===== config.mk =====
export PLATFORM = sky130hd
export DESIGN_NAME = basilisk_mult_arbiter
export DESIGN_NICKNAME = d
export VERILOG_FILES = /design/src/rtl/basilisk_mult_arbiter_pkg.sv /design/src/rtl/basilisk_mult_arbiter_tag_fifo.sv /design/src/rtl/basilisk_mult_arbiter.sv
export SDC_FILE = /design/constraint.sdc
export NUM_CORES = 1
export LEC_CHECK = 0
export ABC_CLOCK_PERIOD_IN_PS = 6200
export CAP_MARGIN = 10
export CELL_PAD_IN_SITES_DETAIL_PLACEMENT = 0
export CELL_PAD_IN_SITES_GLOBAL_PLACEMENT = 1
export CORE_MARGIN = 1
export CORE_UTILIZATION = 27
export CTS_BUF_LIST = sky130_fd_sc_hd__clkbuf_8
export DETAILED_ROUTE_END_ITERATION = 10
export MAX_ROUTING_LAYER = met4
export PLACE_DENSITY = 0.9
export REMOVE_ABC_BUFFERS = 1
export SLEW_MARGIN = 30
export SYNTH_ARGS = -nofsm -noshare
export SYNTH_HDL_FRONTEND = slang
export SYNTH_SLANG_ARGS = --single-unit

===== constraint.sdc =====
create_clock -name clk -period 6.2 [get_ports clk]
set_input_delay 0.93 -clock clk [delete_from_list [all_inputs] [get_ports clk]]
set_output_delay 0.93 -clock clk [all_outputs]
set_load 0.02 [all_outputs]

===== src/rtl/basilisk_mult_arbiter_pkg.sv =====
// Shared types for the basilisk multiplier arbiter: command/result payloads and
// the requester id carried through the in-flight tag FIFO.
package basilisk_mult_arbiter_pkg;

    localparam int BASILISK_MULT_MAX_REQUESTERS = 8;

    typedef logic [$clog2(BASILISK_MULT_MAX_REQUESTERS)-1:0] basilisk_mult_requester_id_t;

    typedef struct packed {
        logic [15:0] operand_a;
        logic [15:0] operand_b;
        logic        enable_macc;
    } basilisk_mult_command_t;

    typedef struct packed {
        logic [31:0] product;
        logic        overflow;
    } basilisk_mult_result_t;

    function automatic basilisk_mult_requester_id_t rr_next(
        input basilisk_mult_requester_id_t cur,
        input int                          num
    );
        return (cur == basilisk_mult_requester_id_t'(num - 1)) ? '0 : cur + 1'b1;
    endfunction

endpackage


===== src/rtl/basilisk_mult_arbiter_tag_fifo.sv =====
// In-order FIFO of requester ids, one entry per multiplier operation in flight.
// A dedicated count register tells full from empty since the pointers wrap naturally.
module basilisk_mult_tag_fifo
    import basilisk_mult_arbiter_pkg::*;
#(
    parameter int DEPTH = 8
) (
    input  logic                         clk,
    input  logic                         rst,
    input  logic                         push_i,
    input  basilisk_mult_requester_id_t  push_id_i,
    input  logic                         pop_i,
    output basilisk_mult_requester_id_t  head_o,
    output logic                         full_o,
    output logic                         empty_o,
    output logic [$clog2(DEPTH+1)-1:0]   count_o
);
    localparam int PW = $clog2(DEPTH);
    localparam int CW = $clog2(DEPTH + 1);

    basilisk_mult_requester_id_t mem_q [DEPTH];
    logic [PW-1:0] wr_ptr_q, rd_ptr_q;
    logic [CW-1:0] count_q, count_d;
    logic          push_ok, pop_ok;

    assign full_o  = (count_q == CW'(DEPTH));
    assign empty_o = (count_q == '0);
    assign push_ok = push_i && !full_o;
    assign pop_ok  = pop_i && !empty_o;
    assign head_o  = mem_q[rd_ptr_q];
    assign count_o = count_q;

    always_comb begin
        count_d = count_q;
        if (push_ok && !pop_ok) begin
            count_d = count_q + 1'b1;
        end else if (pop_ok && !push_ok) begin
            count_d = count_q - 1'b1;
        end
    end

    always_ff @(posedge clk) begin
        if (rst) begin
            wr_ptr_q <= '0;
            rd_ptr_q <= '0;
            count_q  <= '0;
        end else begin
            if (push_ok) wr_ptr_q <= wr_ptr_q + 1'b1;
            if (pop_ok)  rd_ptr_q <= rd_ptr_q + 1'b1;
            count_q <= count_d;
        end
    end

    always_ff @(posedge clk) begin
        if (push_ok) mem_q[wr_ptr_q] <= push_id_i;
    end

endmodule


===== src/rtl/basilisk_mult_arbiter.sv =====
// Round-robin sharing of one basilisk multiplier pipeline between several issue
// sources, with credit-limited issue and in-order routing of results back to owners.
module basilisk_mult_arbiter
    import basilisk_mult_arbiter_pkg::*;
#(
    parameter int NUM_REQUESTERS       = 2,
    parameter int MAX_IN_FLIGHT        = 8,
    parameter int OUTPUT_REGISTER_MODE = 1
) (
    input  logic                                        clk,
    input  logic                                        rst,
    input  logic [NUM_REQUESTERS-1:0]                   mult_request_valid_i,
    output logic [NUM_REQUESTERS-1:0]                   mult_request_ready_o,
    input  basilisk_mult_command_t [NUM_REQUESTERS-1:0] mult_request_payload_i,
    output logic                                        mult_command_valid_o,
    input  logic                                        mult_command_ready_i,
    output basilisk_mult_command_t                      mult_command_payload_o,
    input  logic                                        mult_result_valid_i,
    output logic                                        mult_result_ready_o,
    input  basilisk_mult_result_t                       mult_result_payload_i,
    output logic [NUM_REQUESTERS-1:0]                   requester_result_valid_o,
    input  logic [NUM_REQUESTERS-1:0]                   requester_result_ready_i,
    output basilisk_mult_result_t [NUM_REQUESTERS-1:0]  requester_result_payload_o,
    output logic [$clog2(MAX_IN_FLIGHT+1)-1:0]          in_flight_count_o,
    output logic                                        orphan_result_o,
    output basilisk_mult_requester_id_t                 rr_ptr_o
);
    basilisk_mult_requester_id_t rr_ptr_q, rr_ptr_d, grant_idx, hi_idx, wrap_idx, head_tag;
    basilisk_mult_command_t      grant_payload;
    logic grant_valid, hi_hit, wrap_hit;
    logic stage_ready, issue_ok, issue_fire;
    logic fifo_full, fifo_empty, head_ready, pop;
    logic orphan_q, orphan_d;

    // Lowest valid index at or above rr_ptr wins; otherwise wrap to the lowest valid index.
    always_comb begin
        hi_hit   = 1'b0;
        wrap_hit = 1'b0;
        hi_idx   = '0;
        wrap_idx = '0;
        for (int i = NUM_REQUESTERS - 1; i >= 0; i--) begin
            if (mult_request_valid_i[i]) begin
                wrap_hit = 1'b1;
                wrap_idx = basilisk_mult_requester_id_t'(i);
                if (basilisk_mult_requester_id_t'(i) >= rr_ptr_q) begin
                    hi_hit = 1'b1;
                    hi_idx = basilisk_mult_requester_id_t'(i);
                end
            end
        end
        grant_valid = hi_hit || wrap_hit;
        grant_idx   = hi_hit ? hi_idx : wrap_idx;
    end

    always_comb begin
        grant_payload = '0;
        for (int i = 0; i < NUM_REQUESTERS; i++) begin
            if (grant_idx == basilisk_mult_requester_id_t'(i)) grant_payload = mult_request_payload_i[i];
        end
    end

    assign issue_ok   = !fifo_full && !rst;
    assign issue_fire = grant_valid && stage_ready && issue_ok;

    always_comb begin
        mult_request_ready_o = '0;
        for (int i = 0; i < NUM_REQUESTERS; i++) begin
            mult_request_ready_o[i] = issue_fire && (grant_idx == basilisk_mult_requester_id_t'(i));
        end
    end

    generate
        if (OUTPUT_REGISTER_MODE != 0) begin : g_out_reg
            logic                   cmd_valid_q;
            basilisk_mult_command_t cmd_payload_q;

            assign stage_ready            = !cmd_valid_q || mult_command_ready_i;
            assign mult_command_valid_o   = cmd_valid_q && !rst;
            assign mult_command_payload_o = cmd_payload_q;

            always_ff @(posedge clk) begin
                if (rst) begin
                    cmd_valid_q <= 1'b0;
                end else if (stage_ready) begin
                    cmd_valid_q <= issue_fire;
                end
            end

            always_ff @(posedge clk) begin
                if (issue_fire) cmd_payload_q <= grant_payload;
            end
        end else begin : g_out_pass
            assign stage_ready            = mult_command_ready_i;
            assign mult_command_valid_o   = grant_valid && issue_ok;
            assign mult_command_payload_o = grant_payload;
        end
    endgenerate

    basilisk_mult_tag_fifo #(
        .DEPTH(MAX_IN_FLIGHT)
    ) u_tag_fifo (
        .clk      (clk),
        .rst      (rst),
        .push_i   (issue_fire),
        .push_id_i(grant_idx),
        .pop_i    (pop),
        .head_o   (head_tag),
        .full_o   (fifo_full),
        .empty_o  (fifo_empty),
        .count_o  (in_flight_count_o)
    );

    // With no owner recorded, results are drained and flagged rather than wedging the pipeline.
    always_comb begin
        head_ready               = 1'b0;
        requester_result_valid_o = '0;
        for (int i = 0; i < NUM_REQUESTERS; i++) begin
            if (head_tag == basilisk_mult_requester_id_t'(i)) head_ready = requester_result_ready_i[i];
            requester_result_valid_o[i] = !rst && !fifo_empty && mult_result_valid_i
                                          && (head_tag == basilisk_mult_requester_id_t'(i));
        end
        mult_result_ready_o = !rst && (fifo_empty || head_ready);
        pop                 = mult_result_valid_i && mult_result_ready_o && !fifo_empty;
        orphan_d            = orphan_q || (mult_result_valid_i && fifo_empty);
        rr_ptr_d            = issue_fire ? rr_next(grant_idx, NUM_REQUESTERS) : rr_ptr_q;
    end

    assign requester_result_payload_o = {NUM_REQUESTERS{mult_result_payload_i}};
    assign orphan_result_o            = orphan_q;
    assign rr_ptr_o                   = rr_ptr_q;

    always_ff @(posedge clk) begin
        if (rst) begin
            rr_ptr_q <= '0;
            orphan_q <= 1'b0;
        end else begin
            rr_ptr_q <= rr_ptr_d;
            orphan_q <= orphan_d;
        end
    end

endmodule


Word level (Yosys, flattened, before mapping). Memories as Yosys holds them, arrays and structs flattened. A register that Yosys moved wholly into a read port is not among the register bits. Index checks and enable logic that the tools add are counted. Widths: inputs -> output; s select.

$add $sub $neg: 5. Order comparisons: 2. Eq/ne operators: 3. Multiplexer cells: 24. Reduce and logical (&&, ||, !) cells: 32.

Operators with widths (number): $mux 33 (2); $mux 3 (7); $logic_and 1x1->1 (18); $mux 1 (13); $add 3x1->3 const B (3); $mux 4 (2); $eq 3x1->1 const B (2); $ge 1x3->1 const A (2); $logic_not 1->1 (6); $logic_not 3->1 (2); $add 4x1->4 const B (1); $eq 4x4->1 const B (1); $logic_not 4->1 (1); $logic_or 1x1->1 (4); $sub 4x1->4 const B (1); $reduce_bool 2->1 (1).

Register bits: 48. Bits in writable memories: 24. Output and inout port bits: 113. Memories kept: 1.

Memories: u_tag_fifo.mem_q (words 8, width 3, read ports 1, clocked after Yosys merged registers in 1, write ports 1, line basilisk_mult_arbiter_tag_fifo.sv:21) `basilisk_mult_requester_id_t mem_q [DEPTH];`.

Logic depth before layout (Yosys ltp). Gate-level depths: netlist (run 1).

Depth after elaboration: 13. Gate-level depth with buffers: 12. Depth with buffers taken out: 12.

Cells and area by module. From an unflattened synthesis (run 1), not the netlist that was laid out.

Cells, all modules: 276. Area total of the unflattened synthesis: 3847.4 um^2.

Modules (own cells, without submodules): basilisk_mult_arbiter (times used 1, cells each 169, area each 2269.7 um^2, sequential area each 1051.0 um^2); basilisk_mult_tag_fifo (times used 1, cells each 107, area each 1577.8 um^2, sequential area each 980.9 um^2).

Worst setup path before layout (run 1). OpenSTA, ideal clock, no wires.

Path kind: input to output. From: input mult_command_ready_i. To: output mult_request_ready_o[1]. Arrival: 2.355 ns. Data required time: 5.270 ns. Slack: 2.915 ns. Stages on the path: 4. Cells stage by stage: nor2b_1 > a2111oi_0 > buf_2 > and2_1.

Longest elaborated chain between the ends: 4.

Ends and longest elaborated chain: from (decl) (line basilisk_mult_arbiter.sv:16) `input logic mult_command_ready_i,`; $logic_or 1x1->1 (line basilisk_mult_arbiter.sv:77) `assign stage_ready = !cmd_valid_q || mult_command_ready_i;`; $logic_and 1x1->1 (2 in a row) (line basilisk_mult_arbiter.sv:63) `assign issue_fire = grant_valid && stage_ready && issue_ok;`; named net issue_fire (line basilisk_mult_arbiter.sv:31) `logic stage_ready, issue_ok, issue_fire;`; $logic_and 1x1->1 (line basilisk_mult_arbiter.sv:68) `mult_request_ready_o[i] = issue_fire && (grant_idx == basilisk_mult_requester_id_t'(i));`; to (decl) (line basilisk_mult_arbiter.sv:13) `output logic [NUM_REQUESTERS-1:0] mult_request_ready_o,`.

The timed path passes the listed nets, and every way through them passes these cells.

Worst setup path after layout (run 1).
From: input mult_request_valid_i[0]. To: output mult_request_ready_o[1].

Longest elaborated chain between the ends: 5. Elaborated cells between the ends (all ways): 10.

Ends and longest elaborated chain: from (decl) (line basilisk_mult_arbiter.sv:12) `input logic [NUM_REQUESTERS-1:0] mult_request_valid_i,`; branches (longest 4 deep; another with $mux 3); $logic_and 1x1->1 (*) (line basilisk_mult_arbiter.sv:68).

Every way passes the cells marked *.

==> results.rst, run 1 <==
.. list-table::
   :header-rows: 1

   * - Metric
     - Value
   * - Routed Antenna Nets
     - 0
   * - GRT Overall Usage
     - 16.3%
   * - Setup Slack @ Placement
     - 2.15 ns
   * - Die Span Y
     - 108 µm
   * - Register bit count reported by yosys
     - 57
   * - Cell at the root of the clock tree
     - clkbuf_8
   * - Core Area
     - 10900 µm²
   * - Max_slew headroom
     - 67.9%
   * - FMAX
     - 248 MHz
   * - Cells after synthesis
     - 315
   * - Unrepaired setup endpoints after global routing
     - false
   * - Worst hold margin
     - 0.468 ns
   * - Most used flip-flop cell after synthesis
     - edfxtp_1
   * - Number of global-route vias before repair
     - 2353
   * - Cell leakage power
     - 1.65 nW
   * - Starting density of the core
     - 27.8%
   * - I/O Buffers
     - 118
   * - X dimension of the die
     - 108 µm
   * - Kind of end point of the critical path
     - output pin
   * - Run status
     - finished, final reports clean
   * - Sum of overflow across all layers after global routing
     - 0
   * - Number of DRC markers after the initial detailed-route iteration
     - 94
   * - ANT cells
     - 0
   * - Library cells used by synthesis
     - 30
   * - Type of the worst setup path
     - primary input to output pin
   * - Final critical-path required period
     - 4.03 ns
   * - Proportion of synthesized chip area in sequential cells
     - 51.2%
   * - Length of the first detailed-routing pass in iterations
     - 6
   * - Total Wirelength
     - 8.83 mm
   * - Fraction of layout cells with a size suffix above 1
     - 5.82%
   * - Util after Layout
     - 37.6%
   * - Initial antenna violation count
     - 0
   * - Number of standard cells in the layout, taps in and fillers out
     - 518
   * - Layout-stage area growth over the synthesis result
     - 35.3%
   * - Final HPWL DP
     - 6.77 mm
   * - Number of buffers added to fix hold violations after cts
     - 0
   * - Peak supply drop
     - 0.192 mV
   * - Area enclosed by the die boundary
     - 11700 µm²
   * - Vias per cell
     - 4.51
   * - Pwr/cell area
     - 320 nW/µm²
   * - Maximum Capacitance Violations
     - 0
   * - Mean area per synthesized cell
     - 9.62 µm²
   * - Largest fanout on the critical path
     - 42
   * - Wire length of the first global-routing pass
     - 13.0 mm
   * - NumNets Final
     - 486
   * - Data arrival time of the worst path
     - 3.10 ns
   * - Post-synthesis async set-or-reset flop share
     - 0%
   * - Count of final max-slew check failures
     - 0
   * - Clock input transition at the sequential cells of the worst setup and hold paths
     - 0.07 ns
   * - Buffers from clock root to sink, at most
     - 2
   * - Clock sink total
     - 57
   * - Post-route clock skew
     - 0.00694 ns
   * - Dpl cells
     - 502
   * - Maximum level of the CTS H-tree
     - 3
   * - Critical Path Start Type
     - primary input
   * - Transition time at the pin with the least slew margin
     - 0.468 ns
   * - Count of yosys warnings during synthesis
     - 0
   * - Hold Path Class
     - flop to flop
   * - Post-synthesis cell area
     - 3030 µm²
   * - Number of hold violations in the final report
     - 0
   * - Required time at the worst-slack endpoint
     - 5.27 ns
   * - CTS Buf Count
     - 9
   * - Number of buffers inserted by post-CTS setup repair
     - 0
   * - Final-report setup violation count
     - 0
   * - Floorplan row count
     - 38
   * - Drt drc
     - 0
   * - I/O pins
     - 220
   * - Number of gates given a new drive strength after cts
     - 0
   * - Wire length per cell
     - 17.0 µm
   * - Clock latency reported for the late side of the worst-skew pair
     - 0.33 ns
   * - Maximum number of pins on one net before global-route repair
     - 43
   * - Routability-driven placement congestion ratio
     - 0.740
   * - Post-route worst setup slack
     - 2.17 ns
   * - DR vias
     - 2334
   * - TritonCTS clock tree
     - built
   * - Number of flops mapped to enable cells by yosys
     - 41
   * - Filler cell count
     - 1103
   * - Post-route clock period utilization
     - 65.0%
## cells in the mapped netlist (2+ instances only)
cell	number	area share (%)
clkbuf_1	7	0.87
nand2b_1	2	0.41
nand2_1	109	14
nor2_1	13	1.6
inv_1	5	0.62
nor3b_1	4	0.99
a21oi_1	6	0.99
o21ai_0	3	0.50
buf_2	2	0.33
nand3_1	2	0.33
xnor2_1	3	0.87
a21o_1	2	0.50
xor2_1	2	0.58
mux2i_1	4	1.3
nor2b_1	4	0.83
a2111oi_0	2	0.58
nor3_1	4	0.66
ha_1	5	2.1
and2_1	2	0.41
dfxtp_1	16	11
buf_4	68	17
mux4_1	2	1.7
edfxtp_1	41	41
## kinds of logic after synthesis
kind of cell | after synthesis | synth area share, %
other | 1 | 0.124
DFF | 57 | 51.2
xor gates and xnor gates | 5 | 1.45
muxes | 7 | 3.80
buffers and inverters | 83 | 18.8
adders and majority gates | 6 | 2.73
AOI/OAI and AO/OA | 14 | 2.72
and+or+nand+nor | 142 | 19.2
## layout by cell type, fill, tap and decap left out, types with 3 or more instances in the layout
master           Yosys  layout
clkbuf_8             0      12
buf_4               68       5
nor3b_1              4       4
mux2i_1              4       4
nand2_1            109     109
xnor2_1              3       3
nor3_1               4       4
nor2_1              13      13
inv_1                5       7
edfxtp_1            41      41
a21oi_1              6       6
clkdlybuf4s50_1      0     118
ha_1                 5       5
nor2b_1              4       4
dfxtp_1             16      16
o21ai_0              3       3
## report_power, final
| group | internal, W | switching, W | total [W] | leakage, nW |
|---|---|---|---|---|
| clock | 0.000215 | 0.000143 | 0.000358 | 0.115 |
| combinational | 0.000213 | 0.000220 | 0.000433 | 1.01 |
| sequential | 0.000480 | 0.0000410 | 0.000521 | 0.518 |
## metal layers
metal	up-vias	routed length (µm)	track usage, %
met4	0	118	6.16
met2	186	3330	19.2
met1	1065	3840	19.0
met3	9	1540	14.5
met5	-	0	-
li1	1074	-	-
## per-stage QoR
stage,instance area (µm²),TNS (ns),total power [W]
global placement,3890,0,0.000950
detailed placement,3890,0,0.000967
global route,4100,0,0.00139
floorplan,2490,-87.72,0.000768
finish,4100,0,0.00131
CTS,4100,0,0.00133
## critical path: stages
cell	delay (ns)
clkdlybuf4s50_1	0.47
inv_1	0.05
o21ai_2	0.12
buf_4	0.35
clkinv_1	0.11
buf_4	0.28
and2_1	0.23
clkdlybuf4s50_1	0.54
## registers in the layout, summed over array words and instances (netlist names), named ones only
register	flops
u_tag_fifo.mem_q	8
u_tag_fifo.rd_ptr_q	3
rr_ptr_o	1
u_tag_fifo.count_o	4
g_out_reg.cmd_valid_q	1
u_tag_fifo.wr_ptr_q	3
orphan_result_o	1
mult_command_payload_o	33
## cell type report
type,count,area [µm²],share of cell area (%)
inverter,6,22.5,0.549
clock buffer,12,165,4.03
multi-input combinational,176,923,22.5
tap,140,175,4.27
clock inverter,4,42.5,1.04
timing repair buffer,123,1220,29.7
sequential,57,1550,37.9
## path summary, 6_finish.rpt
path | start | slack [ns] | end | depth (start not counted)
max | mult_request_valid_i[0] | 2.17 | mult_request_ready_o[1] | 8
max reg2reg | flop | 2.85 | u_tag_fifo.count_o[3] | 12
min reg2reg | u_tag_fifo.rd_ptr_q[2] | 0.47 | flop | 1
min | u_tag_fifo.rd_ptr_q[2] | 0.47 | flop | 1
(Power assumes the default switching activity.)
==> run 2: changes to the inputs <==
--- a/config.mk
+++ b/config.mk
@@ -5,16 +5,16 @@
 export SDC_FILE = /design/constraint.sdc
 export NUM_CORES = 1
 export LEC_CHECK = 0
-export ABC_CLOCK_PERIOD_IN_PS = 6200
+export ABC_CLOCK_PERIOD_IN_PS = 4180
 export CAP_MARGIN = 10
 export CELL_PAD_IN_SITES_DETAIL_PLACEMENT = 0
 export CELL_PAD_IN_SITES_GLOBAL_PLACEMENT = 1
 export CORE_MARGIN = 1
-export CORE_UTILIZATION = 27
+export CORE_UTILIZATION = 25
 export CTS_BUF_LIST = sky130_fd_sc_hd__clkbuf_8
 export DETAILED_ROUTE_END_ITERATION = 10
 export MAX_ROUTING_LAYER = met4
-export PLACE_DENSITY = 0.9
+export PLACE_DENSITY = 0.85
 export REMOVE_ABC_BUFFERS = 1
 export SLEW_MARGIN = 30
 export SYNTH_ARGS = -nofsm -noshare
==> constraint.sdc (replaced) <==
create_clock -name clk -period 4.18 [get_ports clk]
set_input_delay 0.627 -clock clk [delete_from_list [all_inputs] [get_ports clk]]
set_output_delay 0.627 -clock clk [all_outputs]
set_load 0.02 [all_outputs]
==> results.rst, run 2 (synthesized netlist as in run 1, its figures left out) <==
.. list-table::
   :header-rows: 1

   * - Metric
     - Value
   * - Run status
     - finished with violations
   * - Failing checks
     - design-rule violations
   * - Largest fanout on the critical path
     - 4 (-90%)
   * - Drt drc
     - 3 (+3)
   * - Capture instance of the worst register-to-register path
     - u_tag_fifo.count_o[3]
   * - ANT cells
     - 0 (unchanged)
   * - Maximum Capacitance Violations
     - 0 (unchanged)
   * - Cell at the root of the clock tree
     - clkbuf_8
   * - Required time at the worst-slack endpoint
     - 3.55 ns (-1.72 ns)
   * - Number of buffers added to fix hold violations after cts
     - 0 (unchanged)
   * - WHS Endpoint
     - u_tag_fifo.rd_ptr_q[2]
   * - Depth of the worst register-to-register path
     - 12 (unchanged)
   * - Length of the first detailed-routing pass in iterations
     - 7 (+1)
   * - Max_slew headroom
     - 59.9% (-8.0 points)
   * - Routed Antenna Nets
     - 0 (unchanged)
   * - X dimension of the die
     - 112 µm (+3.9%)
   * - Maximum number of pins on one net before global-route repair
     - 42 (-2.3%)
   * - Number of gates given a new drive strength after cts
     - 0 (unchanged)
   * - Cell leakage power
     - 1.65 nW (+0.19%)
   * - Post-route clock period utilization
     - 79.2%
   * - Number of DRC markers after the initial detailed-route iteration
     - 90 (-4.3%)
   * - Post-route worst setup slack
     - 0.869 ns (-1.30 ns)
   * - Floorplan row count
     - 39 (+2.6%)
   * - Unrepaired setup endpoints after global routing
     - false
   * - Wire length of the first global-routing pass
     - 14.0 mm (+7.6%)
   * - Number of global-route vias before repair
     - 2416 (+2.7%)
   * - Post-route clock skew
     - 0.00728 ns (+0.000342 ns)
   * - Filler cell count
     - 1203 (+9.1%)
   * - Number of standard cells in the layout, taps in and fillers out
     - 521 (+0.58%)
   * - Type of the worst setup path
     - primary input to output pin
   * - Transition time at the pin with the least slew margin
     - 0.601 ns (+0.132 ns)
   * - Layout-stage area growth over the synthesis result
     - 36.3%
   * - Final-report setup violation count
     - 0 (unchanged)
   * - Kind of end point of the critical path
     - output pin
   * - Power spent charging and discharging nets
     - 0.000615 W (+52%)
   * - Dpl cells
     - 505 (+0.60%)
   * - CTS Buf Count
     - 9 (unchanged)
   * - Most frequent standard cell in the layout excluding fill and tap cells
     - clkdlybuf4s50_1
   * - TritonCTS clock tree
     - built
   * - Total Wirelength
     - 9.32 mm (+5.6%)
   * - Clock latency reported for the late side of the worst-skew pair
     - 0.33 ns (about the same)
   * - Hold Path Class
     - flop to flop
   * - Number of hold violations in the final report
     - 0 (unchanged)
   * - Fraction of layout cells with a size suffix above 1
     - 5.82% (unchanged)
   * - DR vias
     - 2315 (-0.81%)
   * - Data arrival time of the worst path
     - 2.68 ns (-0.42 ns)
   * - Final critical-path required period
     - 3.31 ns
   * - Initial antenna violation count
     - 0 (unchanged)
   * - Routability-driven placement congestion ratio
     - 0.755 (+2.1%)
   * - Most frequent cells in the layout
     - clkdlybuf4s50_1 (118), nand2_1 (109), edfxtp_1 (41)
   * - Clock group share of total power
     - 30.3% (+3.0 points)
   * - FMAX
     - 302 MHz
   * - Share of power burned in registers
     - 37.9% (-1.8 points)
   * - I/O Buffers
     - 118 (unchanged)
   * - I/O pins
     - 220 (unchanged)
   * - Clock input transition at the sequential cells of the worst setup and hold paths
     - 0.07 ns (about the same)
   * - Core Area
     - 11600 µm² (+6.7%)
   * - Number of buffers inserted by post-CTS setup repair
     - 0 (unchanged)
   * - Pwr/cell area
     - 492 nW/µm² (+54%)
   * - Number of flip-flops under the largest register name
     - 33 (unchanged)
   * - P_int
     - 0.00142 W (+56%)
   * - Final HPWL DP
     - 7.15 mm (+5.6%)
   * - Clock sink total
     - 57 (unchanged)
   * - Die Span Y
     - 112 µm (+3.9%)
   * - GRT Overall Usage
     - 15.8% (-0.55 points)
   * - Maximum level of the CTS H-tree
     - 3 (unchanged)
   * - Setup Slack @ Placement
     - 0.565 ns (-1.59 ns)
   * - Net Sw Frac
     - 30.3% (-0.56 points)
   * - Beginning of the worst hold path
     - u_tag_fifo.rd_ptr_q[2]
   * - Vias per cell
     - 4.44 (-1.4%)
   * - Wire length per cell
     - 17.9 µm (+5.0%)
   * - Count of final max-slew check failures
     - 0 (unchanged)
   * - Area enclosed by the die boundary
     - 12600 µm² (+7.9%)
   * - Starting density of the core
     - 26.1% (-1.7 points)
   * - Buffers from clock root to sink, at most
     - 2 (unchanged)
   * - Sum of overflow across all layers after global routing
     - 0 (unchanged)
   * - Peak supply drop
     - 0.140 mV (-27%)
   * - Register-to-register path setup slack
     - 0.89 ns (-1.96 ns)
   * - NumNets Final
     - 486 (unchanged)
   * - Worst hold stages
     - 1 (unchanged)
   * - Critical Path Start Type
     - primary input
   * - Combinational share of power
     - 31.8% (-1.2 points)
run 2: cell count changes in the layout (fill, tap and decap cells not counted), sizes merged:
cell      previous run  this run
bufinv               1         3
inv                  7         6
clkinvlp             0         1
clkbuf              12         9
clkinv               2         3
run 2: worst max-delay path by stage:
| stage | start | depth (start not counted) | end |
|---|---|---|---|
| finish | mult_command_ready_i | 5 | mult_request_ready_o[1] |
| global route | mult_command_ready_i | 5 | mult_request_ready_o[1] |
| CTS | mult_command_ready_i | 5 | mult_request_ready_o[1] |
| detailed placement | rst | 13 | u_tag_fifo.count_o[3] |
| global placement | rst | 13 | u_tag_fifo.count_o[3] |
| floorplan | mult_command_ready_i | 4 | u_tag_fifo.mem_q[4][0] |
run 2: layer usage:
metal | track usage (%) | part of all wire, % | vias up | wire [µm]
li1 | - | - | 1077 | -
met1 | 18.3 | 43 | 1028 | 4050
met2 | 20.2 | 39 | 197 | 3670
met3 | 12.6 | 16 | 13 | 1490
met4 | 4.80 | 1.2 | 0 | 115
met5 | - | 0 | - | 0
run 2: worst max-delay path, stage by stage:
cell	delay (ns)
clkdlybuf4s50_1	0.50
nor2b_1	0.09
a2111oi_2	0.60
and2_1	0.24
clkdlybuf4s50_1	0.63
run 2: area by class of cell:
type / count / area [µm²] / share of cell area (%)
Timing Repair Buffer: 123 / 1220 / 29.5
Clock buffer: 9 / 124 / 3.00
Sequential cell: 57 / 1550 / 37.6
Clock inverter: 7 / 110 / 2.67
Tap cell: 143 / 179 / 4.33
Inverter: 6 / 22.5 / 0.545
Multi-Input combinational cell: 176 / 923 / 22.4
run 2: power by group through the flow:
stage	Sequential, W	Combinational (W)	Clock (W)
floorplan	0.000869	0.000271	0
global placement	0.000782	0.000641	0
detailed placement	0.000786	0.000654	0
CTS	0.000774	0.000656	0.000635
global route	0.000786	0.000711	0.000659
finish	0.000771	0.000646	0.000616
run 2: stage by stage:
| stage | power, W | util [%] | hold WS [ns] | setup TNS (ns) | instance area, µm² |
|---|---|---|---|---|---|
| finish | 0.00203 | 35.6 | 0.463 | 0 | 4130 |
| global route | 0.00216 | 35.6 | 0.489 | 0 | 4130 |
| CTS | 0.00207 | 35.6 | 0.461 | 0 | 4130 |
| detailed placement | 0.00144 | 33.5 | 0.450 | 0 | 3890 |
| global placement | 0.00142 | 33.5 | 0.439 | 0 | 3890 |
| floorplan | 0.00114 | - | 0.427 | -169.53 | 2490 |
==> edit (settings of run 2) <==
The parameter `MAX_IN_FLIGHT` goes from 8 to 16.
--- a/src/rtl/basilisk_mult_arbiter.sv
+++ b/src/rtl/basilisk_mult_arbiter.sv
@@ -4,7 +4,7 @@
     import basilisk_mult_arbiter_pkg::*;
 #(
     parameter int NUM_REQUESTERS       = 2,
-    parameter int MAX_IN_FLIGHT        = 8,
+    parameter int MAX_IN_FLIGHT        = 16,
     parameter int OUTPUT_REGISTER_MODE = 1
 ) (
     input  logic                                        clk,
Interface: changed (resized in_flight_count_o); port bits go from 220 to 221. No check against the original RTL was run, so the function may have changed too.
==> edit against run 2 <==
Wire length rose by 14%. Power rose by 12%. Area after synthesis rose by 23%. Synthesized cell count rose by 20%. Die area rose by 22%. Final area rose by 17%. Worst setup slack got worse by 0.17 ns. Sequential cell count rose by 12. Critical path type is now reg -> out. Sequential share of layout area rose by 1.1 points. Maximum frequency fell by 5.0%. Critical endpoint is now mult_result_ready_o.
==> edit: results (changes against run 2) <==
stage	metric	value	unit	change
global_routing	Global Route Usage Sum	14.7	%	was 15.8%
global_routing	first-pass GRT wire length	15.4	mm	was 14.0 mm
clock_network	setup bufs post-CTS	0		unchanged
synth	Netlist cell types	46		was 30
placement	PortBufs	119		was 118
routing	Initial DRC Count	89		was 90
cells_and_area	# fillers	1518		was 1,203
cells_and_area	Largest register FFs	33		unchanged
synth	Mapped Cells	378		was 315
routing	number of vias per cell	4.40		was 4.44
cells_and_area	share of post-route cells with drive strength above 1	8.20	%	was 5.82%
worst_setup_path	flop2flop setup slack	0.82	ns	was 0.89 ns
timing	clock skew	0.0148	ns	was 0.00728 ns
placement	RD Place Congestion	0.776		was 0.755
routing	DRT Pass-1 Iters	4		was 7
power	VDD IR max	0.000153	V	was 0.000140 V
placement	Placed Area	4630	µm²	was 3890 µm²
clock_network	clock root buffer	clkbuf_8		unchanged
worst_setup_path	Setup crit start kind	flip-flop		was input pin
placement	placed instance count	607		was 505
synth	EDFF count, synth	49		was 41
timing	Hold WS	0.500	ns	was 0.463 ns
clock_network	CTS clk-pin slew, worst paths	0.08	ns	
hold_path	worst-case hold path end point	u_tag_fifo.rd_ptr_q[3]		was u_tag_fifo.rd_ptr_q[2]
synth	Seq/Total Area, Yosys	50.3	%	was 51.2%
worst_setup_path	slowest CP cell	clkdlybuf4s50_1		unchanged
placement	HPWL after DPL	8.13	mm	was 7.15 mm
worst_setup_path	CP max FO	6		was 4
hold_path	WHS Path Cells	2		was 1
power	Pleak	1.88	nW	was 1.65 nW
synth	Post-synth top cells	nand2_1, buf_4, edfxtp_1, nor2_1, dfxtp_1		was nand2_1, buf_4, edfxtp_1, dfxtp_1, nor2_1
clock_network	latest clock arrival within the worst-skew pair	0.35	ns	was 0.33 ns
worst_setup_path	CP arrival	2.86	ns	was 2.68 ns
global_routing	initial antenna violation count	0		unchanged
synth	synth top area cells	edfxtp_1, buf_4, nand2_1		unchanged
cells_and_area	final net count	551		was 486
worst_setup_path	RR Endpoint	u_tag_fifo.count_o[4]		was u_tag_fifo.count_o[3]
status	outcome	completed		was finished, violations left
cells_and_area	Post-Layout Cell Count	623		was 521
worst_setup_path	CP top delay family	multiplexers		was buffers and inverters
worst_setup_path	Max stage delay on crit path	0.62	ns	
clock_network	post-CTS sizing	0		unchanged
routing	Routed WL	10.6	mm	was 9.32 mm
global_routing	largest net degree at the start of global routing	50		was 42
hold_path	HP Start	u_tag_fifo.rd_ptr_q[3]		was u_tag_fifo.rd_ptr_q[2]
global_routing	vias in the first global route	2764		was 2,416
## edit: cell types whose count changed after synthesis, moves of 4 or more
cell	delta
edfxtp_1	+8
nor2_1	+13
mux2i_1	+4
ha_1	+4
dfxtp_1	+4
## edit: worst max-delay path by stage
| stage | slack, ns | end | cells after the start |
|---|---|---|---|
| 6_report | 0.70 | mult_result_ready_o | 6 |
| 5_1_grt | 0.49 | u_tag_fifo.count_o[4] | 12 |
| 4_1_cts | 0.67 | mult_result_ready_o | 6 |
| 3_5_place_dp | 0.76 | u_tag_fifo.count_o[4] | 14 |
| 3_3_place_gp | 0.79 | u_tag_fifo.count_o[4] | 13 |
| 2_1_floorplan | -0.01 | mult_request_ready_o[1] | 4 |
## edit: cell type report
| type | instances | area (µm²) | share of cell area, % |
|---|---|---|---|
| inverters | 9 | 33.8 | 0.698 |
| clock buffers | 11 | 151 | 3.13 |
| repair buffers | 125 | 1240 | 25.5 |
| well taps | 184 | 230 | 4.75 |
| flip-flops and latches | 69 | 1870 | 38.7 |
| multi-input cells | 220 | 1260 | 26.0 |
| clock inverters | 5 | 57.6 | 1.19 |
## edit: metal layers
metal  vias to the layer above  track usage, %  part of all wire [%]
met5                         -               -                     0
met3                         8            12.3                    17
met4                         0            4.91                   1.2
met2                       181            18.0                    39
li1                       1293               -                     -
met1                      1260            17.3                    43
## edit: logic make-up after synthesis
family | after synthesis | share of synthesized area [%]
buffers and inverters | 90 | 16.5
flip-flops | 69 | 50.3
multiplexers | 12 | 4.07
AND/OR/NAND/NOR | 162 | 18.5
other | 1 | 0.101
XOR/XNOR | 6 | 1.41
AO/OA/AOI/OAI | 28 | 5.58
adder cells (fa/ha/maj) | 10 | 3.56
## edit: worst register-to-register path, delay by kind of cell (launching register included)
kind / cells / cell delay [ns]
adders and majority gates: 2 / 0.62
buffers and inverters: 1 / 0.10
and+or+nand+nor: 2 / 0.47
AOI/OAI and AO/OA: 5 / 0.90
DFF: 1 / 0.54
muxes: 1 / 0.58
xor gates and xnor gates: 1 / 0.09
## edit: power by group
part	total [mW]	switching [mW]	internal (mW)
combinational	0.783	0.406	0.377
clock	0.575	0.266	0.310
sequential	0.916	0.0717	0.845
## edit: per-stage QoR
stage / power, mW / setup WS [ns]
after floorplan: 1.36 / -0.0115
after global placement: 1.69 / 0.793
after detailed placement: 1.71 / 0.761
after CTS: 2.30 / 0.673
after global routing: 2.41 / 0.491
final: 2.27 / 0.695
